--- src/rtl/rr_mux4_arbiter.sv ---
// Round-robin arbiter for a shared 4:1 one-bit multiplexer.
// Picks one owner among four requesters, drives the mux select from the
// owner index and gates the mux output onto z. A per-owner hold limit
// forces re-arbitration so no requester can starve the others.

module rr_mux4_arbiter #(
    parameter int MAX_HOLD = 4
) (
    input  logic       clk,
    input  logic       rst,
    input  logic [3:0] req,
    input  logic [3:0] c,
    output logic [3:0] gnt,
    output logic [1:0] sel,
    output logic       busy,
    output logic       z
);

    localparam int HOLD_W = (MAX_HOLD > 1) ? $clog2(MAX_HOLD) : 1;
    localparam logic [HOLD_W-1:0] HOLD_LAST = HOLD_W'(MAX_HOLD - 1);

    typedef enum logic {
        IDLE  = 1'b0,
        GRANT = 1'b1
    } state_t;

    state_t            state, state_next;
    logic [HOLD_W-1:0] hold_cnt, hold_cnt_next;
    logic [1:0]        last_owner, last_owner_next;
    logic [3:0]        gnt_next;
    logic [1:0]        sel_next;
    logic              busy_next;

    // First requester found scanning start, start+1, ... modulo 4.
    function automatic logic [1:0] rr_pick(input logic [3:0] r, input logic [1:0] start);
        logic [1:0] pick;
        logic [1:0] idx;
        logic       found;
        pick  = start;
        found = 1'b0;
        for (int k = 0; k < 4; k++) begin
            idx = start + 2'(k);
            if (!found && r[idx]) begin
                pick  = idx;
                found = 1'b1;
            end
        end
        return pick;
    endfunction

    // State and output registers; reset drops any grant at the same edge.
    always_ff @(posedge clk) begin
        if (rst) begin
            state      <= IDLE;
            hold_cnt   <= '0;
            last_owner <= 2'd3;
            gnt        <= 4'b0000;
            sel        <= 2'd0;
            busy       <= 1'b0;
        end else begin
            state      <= state_next;
            hold_cnt   <= hold_cnt_next;
            last_owner <= last_owner_next;
            gnt        <= gnt_next;
            sel        <= sel_next;
            busy       <= busy_next;
        end
    end

    // Arbitration: grant from idle, keep within the hold limit, or hand over
    // directly to the next requester without an idle bubble.
    always_comb begin
        logic [1:0] winner;
        logic       release_now;

        state_next      = state;
        hold_cnt_next   = hold_cnt;
        last_owner_next = last_owner;
        gnt_next        = gnt;
        sel_next        = sel;
        busy_next       = busy;
        winner          = 2'd0;
        release_now     = 1'b0;

        case (state)
            IDLE: begin
                if (req != 4'b0000) begin
                    winner          = rr_pick(req, last_owner + 2'd1);
                    state_next      = GRANT;
                    gnt_next        = 4'b0001 << winner;
                    sel_next        = winner;
                    busy_next       = 1'b1;
                    hold_cnt_next   = '0;
                    last_owner_next = winner;
                end
            end
            GRANT: begin
                release_now = !req[sel] || (hold_cnt == HOLD_LAST);
                if (!release_now) begin
                    hold_cnt_next = hold_cnt + HOLD_W'(1);
                end else if (req != 4'b0000) begin
                    winner          = rr_pick(req, sel + 2'd1);
                    gnt_next        = 4'b0001 << winner;
                    sel_next        = winner;
                    busy_next       = 1'b1;
                    hold_cnt_next   = '0;
                    last_owner_next = winner;
                end else begin
                    state_next      = IDLE;
                    gnt_next        = 4'b0000;
                    busy_next       = 1'b0;
                    hold_cnt_next   = '0;
                    last_owner_next = sel;
                end
            end
            default: begin
                state_next = IDLE;
                gnt_next   = 4'b0000;
                busy_next  = 1'b0;
            end
        endcase
    end

    // Gated mux output straight from live data; no added latency.
    always_comb begin
        z = busy ? c[sel] : 1'b0;
    end

endmodule

--- config.mk ---
export PLATFORM = sky130hd
export DESIGN_NAME = rr_mux4_arbiter
export DESIGN_NICKNAME = d
export VERILOG_FILES = /design/src/rtl/rr_mux4_arbiter.sv
export SDC_FILE = /design/constraint.sdc
export NUM_CORES = 1
export LEC_CHECK = 0
export ABC_AREA = 1
export CAP_MARGIN = 20
export CORE_MARGIN = 3
export CORE_UTILIZATION = 60
export CTS_BUF_LIST = sky130_fd_sc_hd__clkbuf_8
export CTS_CLUSTER_DIAMETER = 40
export DETAILED_ROUTE_END_ITERATION = 12
export PLACE_DENSITY = 0.84
export SYNTH_ARGS = -nofsm -noshare
export SYNTH_HDL_FRONTEND = slang
export SYNTH_SLANG_ARGS = --single-unit
--- constraint.sdc ---
create_clock -name clk -period 4 [get_ports clk]
set_input_delay 0.8 -clock clk [delete_from_list [all_inputs] [get_ports clk]]
set_output_delay 0.8 -clock clk [all_outputs]
set_load 0.01 [all_outputs]
# [Word level (Yosys, flattened, before mapping)]
# Index checks and enable logic that the tools add are counted.
[totals] latchBits=0 rom_bits=0 output_inout_bits=8 memories=0 ramBits=0 register_bits=12
[op_classes] n_shift=2 bitwise=1 n_mux=70 mul=0 div=0 addsub=9 n_lt_le_gt_ge=9 n_eq_ne=3 n_reduce_logical=16
[ops] operator="$mux W1" n=36
[ops] operator="$mux W2" n=16
[ops] operator="$lt A2 B3 Y1 const B" n=9
[ops] operator="$bmux W1 S2" n=10
[ops] operator="$mux W4" n=3
[ops] operator="$add A2 B1 Y2 const B" n=5
[ops] operator="$add A2 B2 Y2 const B" n=4
[ops] operator="$pmux W2 S2" n=2
[ops] operator="$pmux W4 S2" n=1
[ops] operator="$shl A1 B2 Y4 const A" n=2
[ops] operator="$logic_not A1 Y1" n=7
[ops] operator="$logic_and A1 B1 Y1" n=6
[ops] operator="$pmux W1 S2" n=2
[ops] operator="$reduce_bool A4 Y1" n=1
[ops] operator="$eq A2 B2 Y1 const B" n=1
[ops] operator="$ne A2 B1 Y1 const B" n=1
[ops] operator="$ne A2 B2 Y1 const B" n=1
[ops] operator="$reduce_and A2 Y1" n=1
[ops] operator="$logic_or A1 B1 Y1" n=1
[ops] operator="$not A1 Y1" n=1

# [Depth between registers and ports, before layout]
# Gate-level depths: netlist of run 1.
[depth] ltp_word=29 ltp_mapped=16

# [Worst setup path before layout of run 1]
# No wires, ideal clock.
[synth_timing] path_type="input port to output port" from="in c[2]" to="out z" arrival_time_ns=1.261 stages=4 slack_ns=1.939 path_buffers=0 path_cell_list="nor2_1 -> nor2_1 -> o21ai_0 -> a21boi_0"
[synth_via] elab_chain_len=3
[synth_rtl] element="start, declared" line="12" text="input logic [3:0] c,"
[synth_rtl] element="$bmux W1 S2" line="126" text="z = busy ? c[sel] : 1'b0;"
[synth_rtl] element="$mux W1 (implied by the code)" line="126"
[synth_rtl] element="$mux W1" line="126"
[synth_rtl] element="end, declared" line="16" text="output logic z"
# Every way passes these cells. The select of a mux whose other input is x is not followed.

# [Final worst setup path of run 1]
# Ends and elaborated chain as after synthesis.

==> results of run 1 <==
==> cell type report <==
| cell class | count | share of cell area |
|---|---|---|
| inverters | 23 | 0.0634 |
| flip-flops and latches | 12 | 0.171 |
| multi-input cells | 169 | 0.592 |
| well taps | 25 | 0.0223 |
| clock buffers | 3 | 0.0295 |
| repair buffers | 17 | 0.121 |
==> layer usage <==
layer / up-vias / track usage / routed length [µm]
li1: 691 / - / -
met1: 577 / 0.284 / 1240
met2: 39 / 0.416 / 1310
met3: 3 / 0.0583 / 139
met4: 0 / 0.0673 / 16
met5: - / 0 / 0
==> worst reg2reg max path: stages, from the launching register on <==
cell and delay, ns:
sky130_fd_sc_hd__dfxtp_1 0.67, sky130_fd_sc_hd__inv_2 0.21, sky130_fd_sc_hd__nand2_1 0.13, sky130_fd_sc_hd__nand2_1 0.08, sky130_fd_sc_hd__nand2_1 0.08, sky130_fd_sc_hd__nand2_2 0.07, sky130_fd_sc_hd__nor3_2 0.21, sky130_fd_sc_hd__inv_2 0.09
sky130_fd_sc_hd__nand2_4 0.10, sky130_fd_sc_hd__inv_2 0.10, sky130_fd_sc_hd__nor2_1 0.11, sky130_fd_sc_hd__nor2_1 0.04, sky130_fd_sc_hd__o21ai_1 0.08, sky130_fd_sc_hd__inv_1 0.04
==> sequential cells by signal, indices dropped and copies added, names as in the netlist <==
| name | count |
|---|---|
| sel | 2 |
| busy | 1 |
| state | 1 |
| gnt | 4 |
| hold_cnt | 2 |
| last_owner | 2 |
==> path summary, 6_finish.rpt <==
kind | slack (ns) | start | endpoint | cells after the start
worst min-delay path | 0.47 | hold_cnt[1]$_SDFFE_PP0P_ | hold_cnt[1]$_SDFFE_PP0P_ | 2
worst max-delay path | 1.00 | c[2] | z | 6
worst max register to register | 1.88 | sel[0]$_SDFFE_PP0P_ | gnt[0]$_SDFFE_PP0P_ | 13
worst min register to register | 0.47 | hold_cnt[1]$_SDFFE_PP0P_ | hold_cnt[1]$_SDFFE_PP0P_ | 2
==> cell families after synthesis <==
| kind of cell | share of synthesized area |
|---|---|
| simple gates | 0.584 |
| buf+inv | 0.120 |
| compound gates | 0.0875 |
| flops | 0.198 |
| fa+ha+maj | 0.0103 |
==> metrics by stage <==
step / cells / utilization / area (µm²) / power (mW)
3_3_place_gp: 246 / 0.747 / 1360 / 1.05
6_report: 249 / 0.770 / 1400 / 1.19
3_5_place_dp: 246 / 0.747 / 1360 / 1.08
5_1_grt: 249 / 0.770 / 1400 / 1.32
2_1_floorplan: 210 / - / 1220 / 0.916
4_1_cts: 249 / 0.770 / 1400 / 1.19
==> layout by cell type (no fill, tap or decap) <==
master,n
sky130_fd_sc_hd__a21oi_1,4
sky130_fd_sc_hd__nor3_2,1
sky130_fd_sc_hd__o21a_1,1
sky130_fd_sc_hd__nor2_1,15
sky130_fd_sc_hd__clkdlybuf4s50_1,17
sky130_fd_sc_hd__nand2_2,14
sky130_fd_sc_hd__o211ai_1,2
sky130_fd_sc_hd__a21boi_0,1
sky130_fd_sc_hd__clkbuf_8,3
sky130_fd_sc_hd__nor2_2,4
sky130_fd_sc_hd__nor4_4,1
sky130_fd_sc_hd__nand3_1,23
sky130_fd_sc_hd__o21ai_1,4
sky130_fd_sc_hd__inv_2,11
sky130_fd_sc_hd__ha_1,1
sky130_fd_sc_hd__nand2_1,84
sky130_fd_sc_hd__inv_4,1
sky130_fd_sc_hd__inv_1,11
sky130_fd_sc_hd__o21ai_0,2
sky130_fd_sc_hd__nand3_2,2
sky130_fd_sc_hd__nor2_4,2
sky130_fd_sc_hd__a21oi_2,3
sky130_fd_sc_hd__dfxtp_1,12
sky130_fd_sc_hd__nand4_1,2
sky130_fd_sc_hd__nand2_4,1
sky130_fd_sc_hd__and2_4,1
sky130_fd_sc_hd__nor3_1,1
==> power by group <==
part           leakage, nW  internal (mW)  switching, mW
Clock               0.0216         0.0661         0.0412
Combinational        0.608          0.321          0.514
Sequential          0.0995          0.167         0.0795
==> qor.yml, run 1 <==
worstPathMaxFanout: 1
synth_top_area_cell: "sky130_fd_sc_hd__nand2_1"
cts_root_buf: "sky130_fd_sc_hd__clkbuf_8"
wire_per_inst_um: 10.9
syn_area_um2: 1220
fill_cells: 158
worst_setup_end_kind: "primary output"
final.setup_skew_ns: 0.00206
final-hold-violation-count: 0
vias_per_instance: 5.26
grt_pass1_vias: 1187
crit_type: "in2out"
accumulated_negative_setup_slack_ns: 0
critical_path.cell_chain: "clkdlybuf4s50_1 -> nor2_1 -> nor2_1 -> o21ai_0 -> a21boi_0 -> clkdlybuf4s50_1"
post_cts_hold_buffer_count: 0
route.antenna.remaining_nets: 0
critPathArrivalTime_ns: 2.20
irDropWorstVdd_mv: 0.697
timing_worst_slew_pin_value_ns: 0.555
cellLeakagePower_nw: 0.729
grt_max_degree: 16
global_route_wire_length_before_repair_um: 4820
ports_placed_on_the_boundary: 18
n_antenna_cell: 0
gp_congestion: 0.812
syn-instance-count: 210
tritoncts.num_buffers: 3
mean_syn_cell_area_um2: 5.79
dieHeight_um: 51.0
critical_path.top_delay_family: "buffers and inverters"
placement_rows: 15
drt_first_iter_violations: 34
cts-resized-gates: 0
slew-limit-headroom: 0.630
initial_cell_density_of_the_core: 0.668
yosysMostFrequentCell: "sky130_fd_sc_hd__nand2_1"
drcViolationCount: 0
cpPeakStageDelay_ns: 0.55
worst-path-buf-inv: 2
nets: 237
maxCapViolations: 0
required_ns: 3.20
final_layout_size_suffix_gt1_frac: 0.196
final_period_minus_worst_setup_slack_ns: 3.00
register_area_um2: 240
overflow: 0
async_flop_share: 0
ys_seq_elements: 12
die_w_um: 51.0
finalWorstSetupSlack_ns: 1.00
power-per-cell-area_nw_per_um2: 848
worst_hold_path_type: "reg2reg"
layout_worst_path_cycle_share: 0.749
die_area_um2: 2600
cts_setup_buffers: 0
yosys-top-cells-area: "sky130_fd_sc_hd__nand2_1 26%, sky130_fd_sc_hd__dfxtp_1 20%, sky130_fd_sc_hd__nand3_1 9.5%"
unique_cell_type_count_in_the_yosys_netlist: 28
antenna_found_initial: 0
clock_tree.buffer_depth: 2
preCtsSetupSlack_ns: 0.991
yosys_warnings: 0
outcome: "finished clean"
synth-edff-count: 0
ys.flop_type: "sky130_fd_sc_hd__dfxtp_1"
cts_tree: "done"
critical_path.startpoint_type: "input pin"
grt.total_usage: 0.238
synth_commonest_cells: "84 x sky130_fd_sc_hd__nand2_1, 23 x sky130_fd_sc_hd__nand3_1, 15 x sky130_fd_sc_hd__nor2_1"
worst_hold_margin_ns: 0.469
place.port_buffers: 17
floorplan.core_area_um2: 1820
cp_slowest_cell: "sky130_fd_sc_hd__clkdlybuf4s50_1"
finalSetupViolations: 0
drv_slew: 0
route.final.wire_length_um: 2710
syn2layout_area_growth_pct: 15.2
vias: 1310
dp.final_hpwl_um: 2120
rsz0062_at_grt: "false"
mappedNetlistNets: 221
drt_pre_antenna_iters: 4
clk_sink_count: 12
cts.reportedPaths.clkPinSlew_ns: 0.05
fmax_mhz: 334
synth_top_area_frac: 0.259
synth_seq_area_share: 0.198
insertion_delay_ns: 0.24
cts_max_level: 1
multi_input_logic_area_um2: 830
No activity file was read; power rests on OpenSTA's default activity.
==> run 2, diff against run 1 <==
CORE_ASPECT_RATIO = 0.6   (was unset)
CORE_UTILIZATION = 50   (was 60)
PLACE_DENSITY = 0.74   (was 0.84)
clock period = 2.5 ns   (was 4 ns; I/O delays follow)
==> qor.yml, run 2 (synthesis gave the netlist of run 1 again) <==
n_antenna_cell: 0  # unchanged
cp_slowest_cell: "sky130_fd_sc_hd__clkdlybuf4s50_1"
antenna_found_initial: 0  # unchanged
finish.utilization: 0.652  # -0.117
critical_path.top_delay_family: "simple AND/OR/NAND/NOR gates"
cts-resized-gates: 0  # unchanged
final_cell_count_no_fill: 259  # +4.0%
timing.rr.start: "sel[0]$_SDFFE_PP0P_"
clockPowerShare: 0.108  # +0.018
final_layout_size_suffix_gt1_frac: 0.214  # +0.0175
switching_share: 0.532  # -0.00251
fill_cells: 198  # +25%
vias_per_instance: 5.17  # -1.7%
drv_slew: 0  # unchanged
global_route_wire_length_before_repair_um: 4800  # -0.44%
clock_tree.buffer_depth: 2  # unchanged
timing_worst_slew_pin_value_ns: 0.482  # -0.0729 ns
cts_root_buf: "sky130_fd_sc_hd__clkbuf_8"
irDropWorstVdd_mv: 0.716  # +2.6%
dieHeight_um: 44.2  # -13%
placement_rows: 13  # -2
syn2layout_area_growth_pct: 19.5
top_register: "gnt"
critical_path.startpoint_type: "input pin"
worst-path-buf-inv: 2  # unchanged
cellInternalPower_mw: 0.938  # +69%
commonest_non_fill_non_tap_cells_in_the_layout: "84 x sky130_fd_sc_hd__nand2_1, 23 x sky130_fd_sc_hd__nand3_1, 16 x sky130_fd_sc_hd__clkdlybuf4s50_1"
cts_tree: "done"
insertion_delay_ns: 0.24  # about the same
layout_worst_path_cycle_share: 0.871
grt_pass1_vias: 1093  # -7.9%
dpl.cell_count: 255  # +3.7%
cts_max_level: 1  # unchanged
register_area_um2: 240  # unchanged
worstPathMaxFanout: 6  # +5
preCtsSetupSlack_ns: 0.113  # -0.878 ns
cts.reportedPaths.clkPinSlew_ns: 0.06  # about the same
sequentialPowerShare: 0.177  # -0.030
route.final.wire_length_um: 3040  # +12%
final_period_minus_worst_setup_slack_ns: 2.18
final.setup_skew_ns: 0.00231  # +0.000257 ns
worst_setup_end_kind: "flop"
ports_placed_on_the_boundary: 18  # unchanged
slew-limit-headroom: 0.678  # +0.0481
drt_pre_antenna_iters: 5  # +1
rsz0062_at_grt: "false"
place.port_buffers: 17  # unchanged
total_power_mw: 2.00  # +69%
power-per-cell-area_nw_per_um2: 1380  # +62%
maxCapViolations: 0  # unchanged
worst_hold_path_type: "reg2reg"
clk_sink_count: 12  # unchanged
gp_congestion: 0.886  # +9.1%
cts_setup_buffers: 0  # unchanged
accumulated_negative_setup_slack_ns: 0  # unchanged
route.antenna.remaining_nets: 0  # unchanged
die_area_um2: 3080  # +18%
vias: 1339  # +2.2%
largest_reg_flops: 4  # unchanged
die_w_um: 69.7  # +37%
drt_first_iter_violations: 140  # +310%
required_ns: 2.68  # -0.52 ns
tritoncts.num_buffers: 3  # unchanged
finalWorstSetupSlack_ns: 0.322  # -0.683 ns
power.switching_mw: 1.07  # +68%
post_cts_hold_buffer_count: 0  # unchanged
origin_of_the_worst_setup_path: "req[3]"
comb_power_share: 0.715  # +0.012
dp.final_hpwl_um: 2290  # +7.8%
fmax_mhz: 459
floorplan.core_area_um2: 2230  # +22%
crit_type: "in2reg"
multi_input_logic_area_um2: 830  # unchanged
nets: 241  # +1.7%
final_common_cell: "sky130_fd_sc_hd__nand2_1"
wire_per_inst_um: 11.7  # +7.8%
cpPeakStageDelay_ns: 0.66  # +0.11 ns
critical_path.cell_chain: "clkdlybuf4s50_1 -> nand2_1 -> nand3_1 -> nand2_1 -> inv_2 -> nand2_1 -> nand2_1 -> nand3_1 -> nand2_1 -> nand3_1 -> nand3_1 -> nand2_1 -> a21oi_2"
overflow: 0  # unchanged
outcome: "finished clean"
grt_max_degree: 12  # -4
cellLeakagePower_nw: 0.772  # +5.9%
critPathArrivalTime_ns: 2.35  # +0.15 ns
hold_path.startpoint: "busy$_SDFFE_PP0P_"
final-hold-violation-count: 0  # unchanged
finalSetupViolations: 0  # unchanged
grt.total_usage: 0.193  # -0.0450
critical_path.most_common_cell: "sky130_fd_sc_hd__nand2_1"
initial_cell_density_of_the_core: 0.546  # -0.122
r2r_setup_slack_ns: 0.60  # -1.28 ns
drcViolationCount: 0  # unchanged
[run 2: final cells by class]
| cell class | count | area share |
|---|---|---|
| Timing Repair Buffer | 21 | 0.139 |
| Sequential cell | 12 | 0.165 |
| Tap cell | 30 | 0.0258 |
| Multi-Input combinational cell | 169 | 0.571 |
| Clock buffer | 4 | 0.0379 |
| Inverter | 23 | 0.0611 |
[run 2: power groups by stage]
stage	combinational [mW]	clock (mW)	sequential, mW
floorplan	1.12	0	0.348
global placement	1.37	0	0.352
detailed placement	1.41	0	0.356
CTS	1.41	0.222	0.352
global route	1.58	0.228	0.365
finish	1.43	0.217	0.354
[run 2: layer usage]
layer / routed length [µm] / GRT usage
met1: 1510 / 0.276
met5: 0 / 0
met3: 244 / 0.0476
met2: 1270 / 0.303
met4: 14 / 0.0267
[run 2: through the flow]
stage / area (µm²) / hold WS (ns)
final: 1450 / 0.477
after global routing: 1450 / 0.498
after CTS: 1450 / 0.477
after detailed placement: 1400 / 0.467
after global placement: 1400 / 0.461
after floorplan: 1220 / 0.443
[run 2: worst register-to-register path: cells and delay by family (launching register included)]
kind | cells | cell delay (ns)
AO/OA/AOI/OAI | 1 | 0.09
buffers and inverters | 4 | 0.47
flip-flops | 1 | 0.46
AND/OR/NAND/NOR | 7 | 0.76
[run 2: final timing paths]
path	end	cells past startpoint
setup / recovery	sel[1]$_SDFFE_PP0P_	13
setup reg to reg	gnt[0]$_SDFFE_PP0P_	12
hold / removal	busy$_SDFFE_PP0P_	2
hold reg to reg	busy$_SDFFE_PP0P_	2
